[src/rtl/cond_unit_if.sv]
// Execute-stage conditional-execution bundle: decoder/ALU strobes in,
// condition result, gated strobes and architectural flags out.
interface cond_unit_if;
    logic       En;
    logic       Valid;
    logic [3:0] Cond;
    logic [3:0] ALUFlags;
    logic [1:0] FlagW;
    logic       PCS;
    logic       RegW;
    logic       MemW;
    logic       NoWrite;
    logic       CondEx;
    logic       PCSrc;
    logic       RegWrite;
    logic       MemWrite;
    logic [3:0] Flags;

    modport master (
        output En, Valid, Cond, ALUFlags, FlagW, PCS, RegW, MemW, NoWrite,
        input  CondEx, PCSrc, RegWrite, MemWrite, Flags
    );

    modport slave (
        input  En, Valid, Cond, ALUFlags, FlagW, PCS, RegW, MemW, NoWrite,
        output CondEx, PCSrc, RegWrite, MemWrite, Flags
    );
endinterface

[src/rtl/cond_unit.sv]
// Conditional-execution unit: holds NZCV, evaluates the condition field
// against it and gates PC/register/memory write strobes.
module cond_unit (
    input  logic        clk,
    input  logic        reset,
    cond_unit_if.slave  cu
);
    logic [3:0] flags_q;
    logic       n, z, c, v;
    logic       cond_ex;
    logic       pass;

    assign {n, z, c, v} = flags_q;

    always_comb begin
        cond_ex = 1'b0;
        case (cu.Cond)
            4'b0000: cond_ex = z;
            4'b0001: cond_ex = ~z;
            4'b0010: cond_ex = c;
            4'b0011: cond_ex = ~c;
            4'b0100: cond_ex = n;
            4'b0101: cond_ex = ~n;
            4'b0110: cond_ex = v;
            4'b0111: cond_ex = ~v;
            4'b1000: cond_ex = c & ~z;
            4'b1001: cond_ex = ~c | z;
            4'b1010: cond_ex = (n == v);
            4'b1011: cond_ex = (n != v);
            4'b1100: cond_ex = ~z & (n == v);
            4'b1101: cond_ex = z | (n != v);
            4'b1110: cond_ex = 1'b1;
            default: cond_ex = 1'b0;
        endcase
    end

    // An instruction in execute during a reset cycle must not commit anything.
    assign pass = cond_ex & cu.Valid & ~reset;

    always_ff @(posedge clk) begin
        if (reset) begin
            flags_q <= 4'b0000;
        end else if (cu.En && pass) begin
            if (cu.FlagW[1]) flags_q[3:2] <= cu.ALUFlags[3:2];
            if (cu.FlagW[0]) flags_q[1:0] <= cu.ALUFlags[1:0];
        end
    end

    assign cu.CondEx   = cond_ex;
    assign cu.PCSrc    = cu.PCS & pass;
    assign cu.RegWrite = cu.RegW & ~cu.NoWrite & pass;
    assign cu.MemWrite = cu.MemW & pass;
    assign cu.Flags    = flags_q;
endmodule

[src/flat_wrapper.sv]
// flat-port wrapper written by rule: the top's interface ports become plain ports
module cond_unit_flat 
  (clk, reset, cu_En, cu_Valid, cu_Cond, cu_ALUFlags, cu_FlagW, cu_PCS, cu_RegW, cu_MemW, cu_NoWrite, cu_CondEx, cu_PCSrc, cu_RegWrite, cu_MemWrite, cu_Flags);
  cond_unit_if cu_i ();
  input  logic clk;
  input  logic reset;
  input wire logic [$bits(cu_i.En)-1:0] cu_En;
  input wire logic [$bits(cu_i.Valid)-1:0] cu_Valid;
  input wire logic [$bits(cu_i.Cond)-1:0] cu_Cond;
  input wire logic [$bits(cu_i.ALUFlags)-1:0] cu_ALUFlags;
  input wire logic [$bits(cu_i.FlagW)-1:0] cu_FlagW;
  input wire logic [$bits(cu_i.PCS)-1:0] cu_PCS;
  input wire logic [$bits(cu_i.RegW)-1:0] cu_RegW;
  input wire logic [$bits(cu_i.MemW)-1:0] cu_MemW;
  input wire logic [$bits(cu_i.NoWrite)-1:0] cu_NoWrite;
  output wire logic [$bits(cu_i.CondEx)-1:0] cu_CondEx;
  output wire logic [$bits(cu_i.PCSrc)-1:0] cu_PCSrc;
  output wire logic [$bits(cu_i.RegWrite)-1:0] cu_RegWrite;
  output wire logic [$bits(cu_i.MemWrite)-1:0] cu_MemWrite;
  output wire logic [$bits(cu_i.Flags)-1:0] cu_Flags;
  assign cu_i.En = cu_En;
  assign cu_i.Valid = cu_Valid;
  assign cu_i.Cond = cu_Cond;
  assign cu_i.ALUFlags = cu_ALUFlags;
  assign cu_i.FlagW = cu_FlagW;
  assign cu_i.PCS = cu_PCS;
  assign cu_i.RegW = cu_RegW;
  assign cu_i.MemW = cu_MemW;
  assign cu_i.NoWrite = cu_NoWrite;
  assign cu_CondEx = cu_i.CondEx;
  assign cu_PCSrc = cu_i.PCSrc;
  assign cu_RegWrite = cu_i.RegWrite;
  assign cu_MemWrite = cu_i.MemWrite;
  assign cu_Flags = cu_i.Flags;
  cond_unit u_core (.clk(clk), .reset(reset), .cu(cu_i));
endmodule
[config.mk]
export PLATFORM = sky130hd
export DESIGN_NAME = cond_unit_flat
export DESIGN_NICKNAME = d
export VERILOG_FILES = /design/src/rtl/cond_unit_if.sv /design/src/rtl/cond_unit.sv /design/src/flat_wrapper.sv
export SDC_FILE = /design/constraint.sdc
export NUM_CORES = 1
export LEC_CHECK = 0
export CORE_AREA = 2 2 39 41
export DETAILED_ROUTE_END_ITERATION = 16
export DIE_AREA = 0 0 41 43
export PLACE_DENSITY_LB_ADDON = 0.1
export SYNTH_ARGS = -nofsm -noshare
export SYNTH_HDL_FRONTEND = slang
export SYNTH_SLANG_ARGS = --single-unit
[constraint.sdc]
create_clock -name clk -period 4.4 [get_ports clk]
set_clock_uncertainty 0.1 [all_clocks]
set_input_delay 0.88 -clock clk [delete_from_list [all_inputs] [get_ports clk]]
set_output_delay 0.88 -clock clk [all_outputs]
set_load 0.05 [all_outputs]
==> impl_metrics.ini, run 1 <==
[clock_network]
cts_buffers = 3
cts.repair.resized = 0
htreeDepth = 1
clk_pin_slew_ps = 40
clock-root-buffer = clkbuf_4
cts_setup_buffers = 0
clock-sinks = 4
clockBufferDepth = 2
cts_hold_buf = 0
cts_tree = yes
insertion_delay_ps = 230

[final_layout]
multi_input_area_um2 = 367
drive_gt1_frac = 0.175
synthToLayoutAreaGrowth_pct = 66.9
fin_util = 0.557
largest_reg_flops = 4
diodes = 0
layout_common_cells = clkdlybuf4s50_1 (21), nand2b_1 (8), mux2i_1 (5)
final_common_cell = clkdlybuf4s50_1
layout.nets = 100
fill_cells = 136
regArea_um2 = 80.1

[route]
first_pass_iters = 2
drcViolationCount = 0
m1WireLength_um = 486
first_iter_violations = 11
met3_length_um = 75
top_layer_used = met3
wl_um = 1130
avgViaCountPerCell = 5.10
vias = 490
wl_per_cell_um = 11.8
wl_met2_um = 571
antenna_left = 0

[logic_synthesis]
synth-seq-area-share = 0.173
netlist_instances = 53
avgSynthCellArea_um2 = 8.71
synth_nets = 71
yosys_warnings = 0
post_synth_num_cell_types = 28
ys_ff_latch = 4
synth.cell_area_um2 = 462

[outcome]
outcome = completed

[job]
cap_violations = 0

[placed_design]
hpwl_um = 889
dpl_worst_slack_ps = 476
port_buffers = 25
routabilityCongestion = 0.756

[sta]
max-slew-margin-rel = 0.670
final_hold_viol_count = 0
tns_ps = 0
fmax_mhz = 255
min_period_ps = 3920
rsz0062_at_grt = false
post-route-period-util = 0.890
worstMarginPinSlew_ps = 493
fin_ws_ps = 483
setup_viol = 0
finalMaxSlewViolations = 0

[worst_setup_path]
r2r_setup_slack_ps = 2630
cp-end-kind = output pin
critPathMaxFanout = 12
crit_arrival_ps = 2940
crit_required_ps = 3420
start_kind = input pin
path_class = in2out

[grt]
grt_util_all_layers = 0.148
grt_max_degree = 13
antenna_found_initial = 0
overflow = 0
grt_pass1_vias = 437
grt_pass1_wl_um = 1800

[floorplan]
die_h_um = 43
start_util = 0.334
die_w_um = 41
rows = 14
die_area_mm2 = 0.00176
core_mm2 = 0.00138
io_pins = 26

[pwr]
cellPowerDensity_mw_per_mm2 = 182
p_leak_nw = 0.276
irDropWorstVdd_mv = 0.115

[hold_path]
min_path_type = reg2reg
kinds of logic (layout without fill, tap and decap cells):
kind of cell    after synthesis  after routing  synth area share
simple gates                 29             29             0.461
xor+xnor                      3              3            0.0569
buf+inv                       2             29            0.0325
compound gates               10             10             0.168
mux                           5              5             0.108
flops                         4              4             0.173
area by class of cell:
cell class | instances | share of cell area
Multi-Input combinational cell | 47 | 0.476
Clock buffer | 3 | 0.0292
Sequential cell | 4 | 0.104
Timing Repair Buffer | 25 | 0.360
Inverter | 1 | 0.00487
Tap cell | 16 | 0.0260
critical path, stage by stage:
cell             delay [ps]
clkdlybuf4s50_1         680
or3b_1                  400
a21oi_2                 150
o31ai_2                  80
and3_4                  200
nor3b_1                 350
buf_12                  190
synth_stat cells:
cell,count,area share
nand2b_1,8,0.11
mux2i_1,5,0.11
dfxtp_1,4,0.17
nor3b_1,4,0.065
a31oi_1,3,0.041
or2b_1,3,0.049
and2b_2,2,0.038
nand2_1,2,0.016
nand3_1,2,0.022
xnor2_1,2,0.038
a21oi_2,1,0.019
a22oi_1,1,0.016
and3_4,1,0.024
and3b_1,1,0.019
and3b_2,1,0.022
buf_6,1,0.024
inv_1,1,0.0081
nor2b_1,1,0.014
nor3_1,1,0.011
nor4b_2,1,0.033
nor4bb_1,1,0.022
o21a_1,1,0.016
o21ai_0,1,0.011
o311ai_1,1,0.019
o31a_1,1,0.019
o31ai_2,1,0.027
or3b_1,1,0.019
xor2_1,1,0.019
final timing paths:
path,end,cells past startpoint,start
hold reg to reg,u_core.cu.Flags[3],2,u_core.cu.Flags[3]
hold / removal,u_core.cu.Flags[3],2,u_core.cu.Flags[3]
setup / recovery,cu_MemWrite,7,cu_Cond[0]
setup reg to reg,u_core.cu.Flags[1],5,u_core.cu.Flags[0]
layer usage:
layer  GRT usage  vias to the layer above
li1            -                      251
met1       0.190                      224
met2       0.228                       15
met3      0.0157                        0
met4      0.0800                        0
met5           0                        -
power by group:
group          switching [W]  total [W]  internal, W  leakage [nW]
Sequential        0.00000157  0.0000390    0.0000374        0.0323
Clock              0.0000135  0.0000439    0.0000304        0.0138
Combinational      0.0000266  0.0000577    0.0000311         0.230
Total              0.0000417   0.000141    0.0000989         0.276
through the flow:
step / cell area, µm² / hold WS [ps] / power (W) / instances
2_1_floorplan: 462 / 654 / 0.0000702 / 53
3_3_place_gp: 748 / 471 / 0.0000970 / 93
3_5_place_dp: 748 / 479 / 0.0000975 / 93
4_1_cts: 771 / 488 / 0.000144 / 96
5_1_grt: 771 / 548 / 0.000150 / 96
6_report: 771 / 488 / 0.000141 / 96
(Power assumes the default switching activity.)
==> run 2: changes to the inputs <==
--- a/config.mk
+++ b/config.mk
@@ -5,6 +5,7 @@
 export SDC_FILE = /design/constraint.sdc
 export NUM_CORES = 1
 export LEC_CHECK = 0
+export CAP_MARGIN = 20
 export CORE_AREA = 2 2 39 41
 export DETAILED_ROUTE_END_ITERATION = 16
 export DIE_AREA = 0 0 41 43
==> results of run 2 <==
Same layout as run 1: the final DEF is identical, and so are final timing and power.
==> run 3: changes to the inputs <==
--- a/config.mk
+++ b/config.mk
@@ -6,9 +6,11 @@
 export NUM_CORES = 1
 export LEC_CHECK = 0
 export CAP_MARGIN = 20
-export CORE_AREA = 2 2 39 41
+export CELL_PAD_IN_SITES_DETAIL_PLACEMENT = 0
+export CELL_PAD_IN_SITES_GLOBAL_PLACEMENT = 1
+export CORE_MARGIN = 2
+export CORE_UTILIZATION = 27
 export DETAILED_ROUTE_END_ITERATION = 16
-export DIE_AREA = 0 0 41 43
 export PLACE_DENSITY_LB_ADDON = 0.1
 export SYNTH_ARGS = -nofsm -noshare
 export SYNTH_HDL_FRONTEND = slang
==> run 3 against run 2 <==
Non-clock buffer count stayed put. Clock power rose by 1%. Sequential power barely moved. Global-route usage down 0.74 points. First-iteration DRC count fell by 55%. Flip-flop and latch count did not move. Final area did not move. Die area rose by 17%. Cell count unchanged. Sequential share of layout area stayed put. Total power up 0.75%. Count of clock-buffer cells in the layout did not move. Largest cell class unchanged. Largest power group unchanged.
==> impl_metrics.ini, run 3 (synthesis gave the netlist of run 1 again) <==
[grt]
grt_pass1_vias = 468
overflow = 0
antenna_found_initial = 0
grt_util_all_layers = 0.140
grt_pass1_wl_um = 2120
grt_max_degree = 13

[final_layout]
largest_reg_flops = 4
synthToLayoutAreaGrowth_pct = 66.9
diodes = 0
final_common_cell = clkdlybuf4s50_1
layout_common_cells = clkdlybuf4s50_1 (21), nand2b_1 (8), mux2i_1 (5)
final_area_um2 = 771
fill_cells = 154
layout.nets = 100
drive_gt1_frac = 0.175
stdcell_count = 96

[placed_design]
dp.cells = 93
place_area_um2 = 748
routabilityCongestion = 0.677
port_buffers = 25

[sta]
tns_ps = 0
holdWs_ps = 486
min_period_ps = 3950
setup_viol = 0
worstMarginPinSlew_ps = 498
final_hold_viol_count = 0
post-route-period-util = 0.898
rsz0062_at_grt = false
fmax_mhz = 253
max-slew-margin-rel = 0.667
finalMaxSlewViolations = 0

[route]
first_pass_iters = 4
antenna_left = 0
avgViaCountPerCell = 5.04
wl_per_cell_um = 12.5
first_iter_violations = 5
wl_um = 1200
drcViolationCount = 0
vias = 484

[worst_setup_path]
cp_cell_sequence = clkdlybuf4s50_1 -> or3b_1 -> a21oi_2 -> o31ai_2 -> and3_4 -> nor4b_2 -> buf_12
max_stage_delay_ps = 680
r2r_end = u_core.cu.Flags[3]
path_class = in2out
startpoint = cu_Cond[0]
rr_worst_depth = 5
critPathMaxFanout = 12
crit_arrival_ps = 2970
r2r_setup_slack_ps = 2610
r2r_start = u_core.cu.Flags[0]
crit_required_ps = 3420
cp-end-kind = output pin
worst_path_max_delay_cell = clkdlybuf4s50_1
start_kind = input pin

[clock_network]
clock-sinks = 4
clockBufferDepth = 2
cts_hold_buf = 0
cts.repair.resized = 0
clk_pin_slew_ps = 40
cts_tree = yes
htreeDepth = 1
cts_buffers = 3
cts_setup_buffers = 0
insertion_delay_ps = 230
clock-root-buffer = clkbuf_4

[floorplan]
core_mm2 = 0.00156
rows = 14
die_h_um = 45.4
die_area_mm2 = 0.00206
die_w_um = 45.4
start_util = 0.296
io_pins = 26

[outcome]
outcome = completed

[pwr]
irDropWorstVdd_mv = 0.116
p_leak_nw = 0.276
cellPowerDensity_mw_per_mm2 = 184
power_w = 0.000142

[hold_path]
min_to = u_core.cu.Flags[3]
hp-start = u_core.cu.Flags[3]
hold_depth = 2
min_path_type = reg2reg

[job]
cap_violations = 0
[run 3: where the power goes]
part	switching [W]	internal, W	total (W)
clock network	0.0000141	0.0000305	0.0000445
logic	0.0000270	0.0000311	0.0000581
registers	0.00000160	0.0000374	0.0000390
total	0.0000427	0.0000989	0.000142
[run 3: critical path, delay by kind of cell]
kind                   cells  cell delay (ps)
buffers and inverters      2              870
and+or+nand+nor            3              980
AOI/OAI and AO/OA          2              230
[run 3: how the worst max path moves through the flow]
stage          slack [ps]           to
4_1_cts               440  cu_RegWrite
3_3_place_gp          500  cu_RegWrite
6_report              450  cu_RegWrite
5_1_grt               280  cu_RegWrite
3_5_place_dp          440  cu_RegWrite
2_1_floorplan         500  cu_MemWrite
[run 3: layout make-up]
type                            count  area [µm²]  area share
Timing Repair Buffer               25         278       0.360
Inverter                            1        3.75     0.00487
Clock buffer                        3        22.5      0.0292
Tap cell                           16        20.0      0.0260
Sequential cell                     4        80.1       0.104
Multi-Input combinational cell     47         367       0.476
[run 3: per-stage QoR]
step            util  setup WS (ps)
2_1_floorplan      -            503
3_3_place_gp   0.480            504
3_5_place_dp   0.480            436
4_1_cts        0.494            435
5_1_grt        0.494            284
6_report       0.494            447
[run 3: routing by layer]
| metal | share of wire | track usage | wire length [µm] |
|---|---|---|---|
| met4 | 0 | 0.0706 | 0 |
| met5 | 0 | 0 | 0 |
| met3 | 0.083 | 0.0240 | 100 |
| met2 | 0.45 | 0.223 | 541 |
| met1 | 0.46 | 0.181 | 556 |
